$ cat src/rtl/sub_pkg.sv
// sub_pkg: shared constants, FSM encoding and lane zero-flag helper for sub_arbiter
package sub_pkg;
  localparam int SUB_W = 16;
  localparam logic [1:0] LANE4 = 2'b00;
  localparam logic [1:0] LANE8 = 2'b01;
  localparam logic [1:0] LANE16 = 2'b10;
  typedef enum logic {IDLE, HOLD} state_e;
  function automatic logic [3:0] lane_zero(input logic [SUB_W-1:0] d, input logic [1:0] bn);
    return bn == LANE4 ? {d[15:12] == 4'h0, d[11:8] == 4'h0, d[7:4] == 4'h0, d[3:0] == 4'h0} :
           bn == LANE16 ? {3'b000, d == 16'h0000} :
           {2'b00, d[15:8] == 8'h00, d[7:0] == 8'h00};
  endfunction
endpackage

$ cat src/rtl/rr_arbiter.sv
// rr_arbiter: round-robin pick of the first request at or after ptr_i, wrapping modulo NREQ
//   req_i  in  NREQ  pending requests
//   ptr_i  in  IDW   highest-priority index
//   en_i   in  1     allow a grant this cycle
//   gnt_o  out NREQ  one-hot grant (zero unless en_i and any request)
//   idx_o  out IDW   winner index
module rr_arbiter #(
  parameter int NREQ = 4,
  localparam int IDW = $clog2(NREQ)
) (
  input  logic [NREQ-1:0] req_i,
  input  logic [IDW-1:0]  ptr_i,
  input  logic            en_i,
  output logic [NREQ-1:0] gnt_o,
  output logic [IDW-1:0]  idx_o
);
  always_comb begin
    idx_o = '0;
    for (int k = NREQ - 1; k >= 0; k--)
      if (req_i[(int'(ptr_i) + k) % NREQ]) idx_o = IDW'((int'(ptr_i) + k) % NREQ);
    gnt_o = en_i && |req_i ? NREQ'(1) << idx_o : '0;
  end
endmodule

$ cat src/rtl/sub.sv
// sub: packed 16-bit subtractor; lanes 4/8/16 bits chosen by bitnum_i, mode 11 treated as 8-bit lanes
//   a_i      in  16  minuend
//   b_i      in  16  subtrahend
//   bitnum_i in  2   lane mode
//   d_o      out 16  per-lane difference, no borrow across lanes
module sub
  import sub_pkg::*;
(
  input  logic [SUB_W-1:0] a_i,
  input  logic [SUB_W-1:0] b_i,
  input  logic [1:0]       bitnum_i,
  output logic [SUB_W-1:0] d_o
);
  logic [SUB_W-1:0] d4, d8, d16;
  always_comb begin
    d4 = {a_i[15:12] - b_i[15:12], a_i[11:8] - b_i[11:8], a_i[7:4] - b_i[7:4], a_i[3:0] - b_i[3:0]};
    d8 = {a_i[15:8] - b_i[15:8], a_i[7:0] - b_i[7:0]};
    d16 = a_i - b_i;
    d_o = bitnum_i == LANE4 ? d4 : bitnum_i == LANE16 ? d16 : d8;
  end
endmodule

$ cat src/rtl/sub_arbiter.sv
// sub_arbiter: round-robin sharing of one packed subtractor among NREQ requesters, registered valid/ready result
//   clk, rst (async, active high)
//   req_i / req_data_a_i / req_data_b_i / req_bitnum_i : per-requester request and operands
//   gnt_o        : one-hot, operands of the winner taken this cycle
//   res_valid_o / res_ready_i : result handshake
//   res_sub_o / res_id_o / res_bitnum_o : registered difference, winner id, lane mode
//   res_zero_o   : per-lane zero flags, present only when SUB_ZERO_FLAG_EN is defined
module sub_arbiter
  import sub_pkg::*;
#(
  parameter int NREQ = 4,
  localparam int IDW = $clog2(NREQ)
) (
  input  logic                  clk,
  input  logic                  rst,
  input  logic [NREQ-1:0]       req_i,
  input  logic [NREQ*SUB_W-1:0] req_data_a_i,
  input  logic [NREQ*SUB_W-1:0] req_data_b_i,
  input  logic [NREQ*2-1:0]     req_bitnum_i,
  output logic [NREQ-1:0]       gnt_o,
  output logic                  res_valid_o,
  input  logic                  res_ready_i,
  output logic [SUB_W-1:0]      res_sub_o,
  output logic [IDW-1:0]        res_id_o,
  output logic [1:0]            res_bitnum_o
`ifdef SUB_ZERO_FLAG_EN
  ,
  output logic [3:0]            res_zero_o
`endif
);
  state_e state_q, state_d;
  logic [IDW-1:0] ptr_q, ptr_d, win, res_id_q;
  logic accept;
  logic [SUB_W-1:0] op_a, op_b, diff, res_sub_q;
  logic [1:0] op_bn, res_bitnum_q;
  // rst gates accept so no grant is issued while the result path is being cleared
  assign accept = |req_i && !rst && (state_q == IDLE || res_ready_i);
  assign op_a = req_data_a_i[win*SUB_W +: SUB_W];
  assign op_b = req_data_b_i[win*SUB_W +: SUB_W];
  assign op_bn = req_bitnum_i[win*2 +: 2];
  rr_arbiter #(.NREQ(NREQ)) u_arb (
    .req_i(req_i),
    .ptr_i(ptr_q),
    .en_i(accept),
    .gnt_o(gnt_o),
    .idx_o(win)
  );
  sub u_sub (
    .a_i(op_a),
    .b_i(op_b),
    .bitnum_i(op_bn),
    .d_o(diff)
  );
  always_ff @(posedge clk or posedge rst) begin
    if (rst) begin
      state_q <= IDLE;
      ptr_q <= '0;
    end else begin
      state_q <= state_d;
      ptr_q <= ptr_d;
    end
  end
  always_comb begin
    state_d = accept ? HOLD : res_ready_i ? IDLE : state_q;
    ptr_d = !accept ? ptr_q : win == IDW'(NREQ - 1) ? '0 : win + 1'b1;
  end
  always_comb begin
    res_valid_o = state_q == HOLD;
    res_sub_o = res_sub_q;
    res_id_o = res_id_q;
    res_bitnum_o = res_bitnum_q;
  end
  always_ff @(posedge clk or posedge rst) begin
    if (rst) begin
      res_sub_q <= '0;
      res_id_q <= '0;
      res_bitnum_q <= '0;
    end else if (accept) begin
      res_sub_q <= diff;
      res_id_q <= win;
      res_bitnum_q <= op_bn;
    end
  end
`ifdef SUB_ZERO_FLAG_EN
  always_ff @(posedge clk or posedge rst) begin
    if (rst) res_zero_o <= '0;
    else if (accept) res_zero_o <= lane_zero(diff, op_bn);
  end
`endif
endmodule

$ cat config.mk
export PLATFORM = sky130hd
export DESIGN_NAME = sub_arbiter
export DESIGN_NICKNAME = d
export VERILOG_FILES = /design/src/rtl/sub_pkg.sv /design/src/rtl/rr_arbiter.sv /design/src/rtl/sub.sv /design/src/rtl/sub_arbiter.sv
export SDC_FILE = /design/constraint.sdc
export NUM_CORES = 1
export LEC_CHECK = 0
export ABC_CLOCK_PERIOD_IN_PS = 5800
export CORE_ASPECT_RATIO = 0.75
export CORE_UTILIZATION = 30
export DETAILED_ROUTE_END_ITERATION = 12
export DONT_BUFFER_PORTS = 1
export PLACE_DENSITY = 0.54
export SLEW_MARGIN = 10
export SYNTH_ARGS = -nofsm -noshare
export SYNTH_HDL_FRONTEND = slang
export SYNTH_SLANG_ARGS = --single-unit
$ cat constraint.sdc
create_clock -name clk -period 5.8 [get_ports clk]
set_input_delay 1.16 -clock clk [delete_from_list [all_inputs] [get_ports clk]]
set_output_delay 1.16 -clock clk [all_outputs]
set_load 0.005 [all_outputs]
# ---- Yosys cells after proc, flatten, opt, wreduce, memory -nomap -nowiden
# Cells that the tools add are included.
dict set report totals {
  register_bits 23
  latch_bits 0
  ram_bits 0
  mem_bits_ro 0
  input_bits 143
  out_inout_bits 25
  wordCells 62
  memories 0
}
dict set report op_classes {
  addsub 11
  n_mul 0
  div 0
  n_lt_le_gt_ge 4
  n_eq_ne 2
  shifts 4
  mux 21
  bitwise_logic 4
  reduce_logical 11
}
# operator count
set op_table {}
lappend op_table {{variable part select 64 x 7 -> 16 bit} 2}
lappend op_table {{two-way mux 16 bit} 2}
lappend op_table {{subtractor 16 bit} 1}
lappend op_table {{subtractor 4 bit} 4}
lappend op_table {{subtractor 8 bit} 2}
lappend op_table {{less-than comparator 3 x 4 -> 1 bit (second input constant)} 3}
lappend op_table {{two-way mux 2 bit} 5}
lappend op_table {{two-way mux 1 bit} 9}
lappend op_table {{binary-select mux 1 bit (select 2 bit)} 4}
lappend op_table {{variable part select 8 x 4 -> 2 bit} 1}
lappend op_table {{OR reduction 2 bit} 3}
lappend op_table {{adder 2 x 1 -> 2 bit (second input constant)} 2}
lappend op_table {{adder 2 bit (second input constant)} 2}
lappend op_table {{equality test 2 bit (second input constant)} 2}
lappend op_table {{two-way mux 4 bit} 1}
lappend op_table {{OR reduction 4 bit} 1}
lappend op_table {{left shift 1 x 2 -> 4 bit (first input constant)} 1}
lappend op_table {{bitwise AND 1 bit (first input constant)} 3}
lappend op_table {{logical AND 1 bit} 3}
lappend op_table {{less-than comparator 2 x 3 -> 1 bit (second input constant)} 1}
lappend op_table {{logical NOT 2 bit} 1}
lappend op_table {{nonzero test 2 bit} 1}
lappend op_table {{logical NOT 1 bit} 1}
lappend op_table {{logical OR 1 bit} 1}
lappend op_table {{inverter 1 bit} 1}

# ---- Depth between registers and ports, before layout
dict set report depth {
  word_depth 14
  ltp_mapped 21
  mapped_depth_nobuf 18
}

# ---- By module
# Synthesis repeated with hierarchy kept, for this count alone.
dict set report unflattened {
  hier_cells 273
  area_unflattened_um2 3143.0
}
# mod instances cells_each area_each_um2 seq_area_each_um2
set by_module_without_submodules {}
lappend by_module_without_submodules {sub_arbiter 1 96 1804.2 575.6}
lappend by_module_without_submodules {sub 1 159 1203.7 0.0}
lappend by_module_without_submodules {rr_arbiter 1 18 135.1 0.0}

# ---- Least setup slack after synthesis
# OpenSTA, ideal clock, no wires.
dict set report synth_path {
  path_kind {input -> register}
  startpoint {input port req_i[0]}
  endpoint {register res_sub_q[13], in the netlist res_sub_o[13]}
  setup_ns 0.133
  arrival_ns 4.640
  required_ns 5.667
  path_slack_ns 1.028
  path_stages 17
  n_path_buf 2
  path_cell_list {a21oi_1 -> o21ai_1 -> a21oi_1 -> clkbuf_1 -> clkbuf_1 -> mux2i_1 -> inv_1 -> ha_1 -> nor2b_1 -> o21ai_1 -> a21boi_1 -> o22a_1 -> a31oi_1 -> nor4_1 -> a2111oi_2 -> mux2i_1 -> o211ai_1}
}
dict set report synth_via {
  elab_chain_len 11
  elab_cells_between_ends 28
  classes_between {add/sub (3); eq/ne (1); shift (3); mux (17); reduce/logical (4)}
}
# element line
set synth_lines {}
lappend synth_lines {{start, declared} sub_arbiter.sv:16} ;# input logic [NREQ-1:0] req_i,
lappend synth_lines {{binary-select mux 1 bit (select 2 bit)} rr_arbiter.sv:20} ;# if (req_i[(int'(ptr_i) + k) % NREQ]) idx_o = IDW'((int'(ptr_i) + k) % NREQ);
lappend synth_lines {{two-way mux 1 bit (implied by the code) (2 in a row)} rr_arbiter.sv:20}
lappend synth_lines {{two-way mux 2 bit (4 in a row)} rr_arbiter.sv:20}
lappend synth_lines {{variable part select 64 x 7 -> 16 bit (tied with other cells)} sub_arbiter.sv:38} ;# assign op_a = req_data_a_i[win*SUB_W +: SUB_W];
lappend synth_lines {{subtractor 16 bit (tied with other cells)} sub.sv:18} ;# d16 = a_i - b_i;
lappend synth_lines {{two-way mux 16 bit (2 in a row)} sub.sv:19} ;# d_o = bitnum_i == LANE4 ? d4 : bitnum_i == LANE16 ? d16 : d8;
lappend synth_lines {{end signal, assigned} sub_arbiter.sv:79} ;# res_sub_q <= diff;
lappend synth_lines {{end, declared} sub_arbiter.sv:34} ;# logic [SUB_W-1:0] op_a, op_b, diff, res_sub_q;
# Several ways; a longest one is shown, not always the timed one. The select of a mux whose other input is x is not followed.
# A chain may end at the register's enable or synchronous reset.

# ---- Final worst setup path
dict set report layout_path {
  startpoint {input port req_i[1]}
  endpoint {register res_sub_q[12], in the netlist res_sub_o[12]}
}
# Same word-level chain as after synthesis.

==> results.md <==
- Initial DRC count: 153
- R2r endpoint: res_sub_o[12]
- Initial antenna violation count: 0
- R2r worst-path depth: 18
- Vias per inst: 5.298
- Hold endpoint: res_id_o[1]
- Launch point of the worst reg-to-reg path: ptr_q[1]
- Die Wd: 118.6 um
- Hold Crit Class: reg2reg
- Nature of the critical path endpoint: flip-flop
- Floorplan core area: 9774 sq um
- Met3 usage: 0.02870
- HP Start: res_id_o[1]
- Total gr overflow: 0
- Fmax: 0.2162 GHz
- Combinational family with the most area after synthesis: simple AND/OR/NAND/NOR gates
- Power per Cell Area: 592.1 nW/um^2
- Slew of the pin with the lowest slew margin: 0.8464 ns
- Max-slew violations: 0
- Pre-Repair DR Iteration Count: 4
- Chip Height: 89.44 um
- WP data arrival: 4.76 ns
- Global-route wire length before repair: 12840 um
- Routed WL: 9004 um
- Met2 usage: 0.2738
- RSZ-0062 raised after global routing: false
- XOR/XNOR Fraction of Synth Area: 0.04296
- Maxcap violations: 0
- Mapped Avg Cell Area: 7.046 sq um
- Final net count: 591
- Initial Utilization: 0.3129
- Post-route setup TNS: 0 ns
- Cts hold-fix bufs: 0
- H-tree Lvls: 1
- DR vias: 2930
- TritonCTS clock tree: built
- Hold Path Stages: 2
- ANT cells: 0
- Post_cts resized: 0
- Post-route DRC: 0
- Register bit total from synthesis: 23
- Max FO, Critical Path: 31
- Largest net degree at the start of global routing: 41
- Post-synthesis cell type count: 49
- Site row count: 31
- EDFF count, synth: 0
- Crit path time final: 4.624 ns
- Remaining antenna violation count after routing: 0
- Simple-gate area share of the yosys netlist: 0.2709
- Hold slack: 0.5117 ns
- Clock slew seen by the registers of the worst setup and hold paths: 0.06 ns
- Worst-case register-to-register setup slack: 1.54 ns
- Critical Path RT: 5.93 ns
- Status: finished clean
- Post-CTS Setup Bufs: 0
- CTS Sinks: 23
- Leakage: 1.560 nW
- Final count of negative-setup-slack endpoints: 0
- Clk Latency, worst-skew pair: 0.26 ns
- Netlist Area Pre-Place: 3058 sq um
- FFs w/ async S/R, synth: 1.000
- Sequential share of the synthesized area: 0.1882
- Post-Synth Adder-Cell Area: 0.1162
- Total global-route track usage: 0.1556
- Critical path class: in2reg
- Inserted Clock Buffers: 3
- Clock tree root driver cell: clkbuf_16
- Gr busiest metal: met2
- Synth Flop Type: dfrtp_1
- Io pins: 168
- Startpoint types: input port
- Area grow syn2layout: 6.546%
- Rel. slew slack: 0.4346
- Share of cells above drive strength 1: 0.05463
- Synth Warn #: 0
- Routability cong.: 0.8788
- WL/cell: 16.28 um
- Post-synthesis mux area share: 0.1379
- Peak supply drop: 0.1507 mV
- Syn_nets: 603
- Tcrit/Tclk final: 0.7973
- Final Hold Vio Count: 0
- M1 GR Usage: 0.2048
- Compound-gate portion of the synthesized area: 0.1829
- Port-buffer cells: 0
- Post-synthesis cell count: 434
- Setup Skew: 0.003752 ns
- Die Area: 10610 sq um
- Vias in the first global route: 2485
- Max clock buf depth: 2
- Detailed placer's ending HPWL: 7366 um
==> per-layer routing <==
layer  vias up  wire (um)
li1       1459          -
met1      1359       4200
met2       108       4321
met3         4        453
met4         0         29
met5         -          0
==> cell usage in the layout (no fill, tap or decap), types with 2 or more instances in the layout <==
cell type,count
clkbuf_16,3
nand3_1,13
xnor2_1,8
dfrtp_1,23
o21ai_1,12
nor2b_1,6
inv_1,20
o21ai_0,29
a21boi_1,2
o21a_1,3
and2_1,5
mux2_2,2
a21oi_1,15
o211ai_1,2
nand2b_1,3
mux2_4,3
ha_1,22
xor2_1,7
mux2i_1,34
nand2_1,131
buf_4,7
nor3_1,3
fa_1,4
o41ai_1,3
and3_1,13
nor2_1,11
a21o_1,3
a31oi_1,13
==> registers in the layout, summed over array words and instances, names as in the netlist <==
name,cells
res_sub_o,16
ptr_q,2
res_bitnum_o,2
res_id_o,2
res_valid_o,1
==> kinds of logic after synthesis <==
logic type               after synthesis
AO/OA/AOI/OAI                         93
XOR/XNOR                              15
adder cells (fa/ha/maj)               26
buffers and inverters                 45
flip-flops                            23
multiplexers                          40
AND/OR/NAND/NOR                      192
==> cell usage after synthesis, types with 2 or more instances <==
cell,instances,area [sq um]
clkbuf_1,17,63.81
mux2_2,2,22.52
a21o_1,3,22.52
a31oi_1,13,81.33
nor2b_1,6,37.54
a21oi_1,16,80.08
buf_2,2,10.01
nand2b_1,3,18.77
inv_1,20,75.07
buf_1,3,11.26
o21ai_0,29,145.1
mux2i_1,34,340.3
o211ai_1,2,15.01
and3_1,13,81.33
fa_1,4,80.08
xor2_1,7,61.31
buf_6,2,22.52
a21boi_1,2,15.01
nand3_1,13,65.06
nand2_1,131,491.7
dfrtp_1,23,575.6
nor2_1,11,41.29
o21a_1,3,22.52
xnor2_1,8,70.07
mux2_4,3,45.04
nor3_1,3,15.01
ha_1,22,275.3
and2_1,5,31.28
o41ai_1,3,26.28
o21ai_1,12,60.06
==> how the worst max path moves through the flow <==
stage / startpoint / endpoint / slack [ns] / depth (start not counted)
2_1_floorplan: req_i[0] / res_sub_o[13] / 1.03 / 17
3_3_place_gp: req_i[1] / res_sub_o[15] / 1.03 / 16
3_5_place_dp: req_i[1] / res_sub_o[12] / 0.90 / 18
4_1_cts: req_i[1] / res_sub_o[12] / 1.16 / 18
5_1_grt: req_i[1] / res_sub_o[12] / 0.84 / 18
6_report: req_i[1] / res_sub_o[12] / 1.18 / 18
==> layout make-up <==
cell class	instances	area, sq um
clock buffer	4	78.83
sequential	23	575.6
timing repair buffer	7	52.55
multi-input combinational	366	2307
tap	132	165.2
inverter	21	78.83
fill	1071	6516
==> critical path, stage by stage <==
cell	delay [ns]
a21boi_1	0.14
o22ai_1	0.09
or2_2	0.31
inv_2	0.43
nand2_1	0.11
and3_1	0.20
a31oi_1	0.14
ha_1	0.21
fa_1	0.22
nor2b_1	0.06
o21ai_1	0.16
a21oi_1	0.11
o41ai_1	0.35
o21ai_0	0.16
mux2_4	0.30
a311oi_1	0.33
xor2_1	0.17
o21ai_1	0.07
==> through the flow <==
| step | utilization | instances | worst slack, ns | cell area [sq um] | power, mW |
|---|---|---|---|---|---|
| floorplan | - | 434 | 1.028 | 3058 | 1.468 |
| global route | 0.3333 | 553 | 0.8449 | 3258 | 2.145 |
| detailed placement | 0.3253 | 549 | 0.8965 | 3179 | 1.802 |
| global placement | 0.3253 | 549 | 1.027 | 3179 | 1.784 |
| CTS | 0.3333 | 553 | 1.156 | 3258 | 1.964 |
| finish | 0.3333 | 553 | 1.176 | 3258 | 1.929 |
==> power by group <==
group          switching, mW  total, mW  internal [mW]  leakage (nW)
Sequential            0.0691      0.303          0.234         0.281
Clock                 0.0574      0.151         0.0939        0.0382
Combinational          0.859       1.47          0.616          1.24
(Power assumes the default switching activity.)
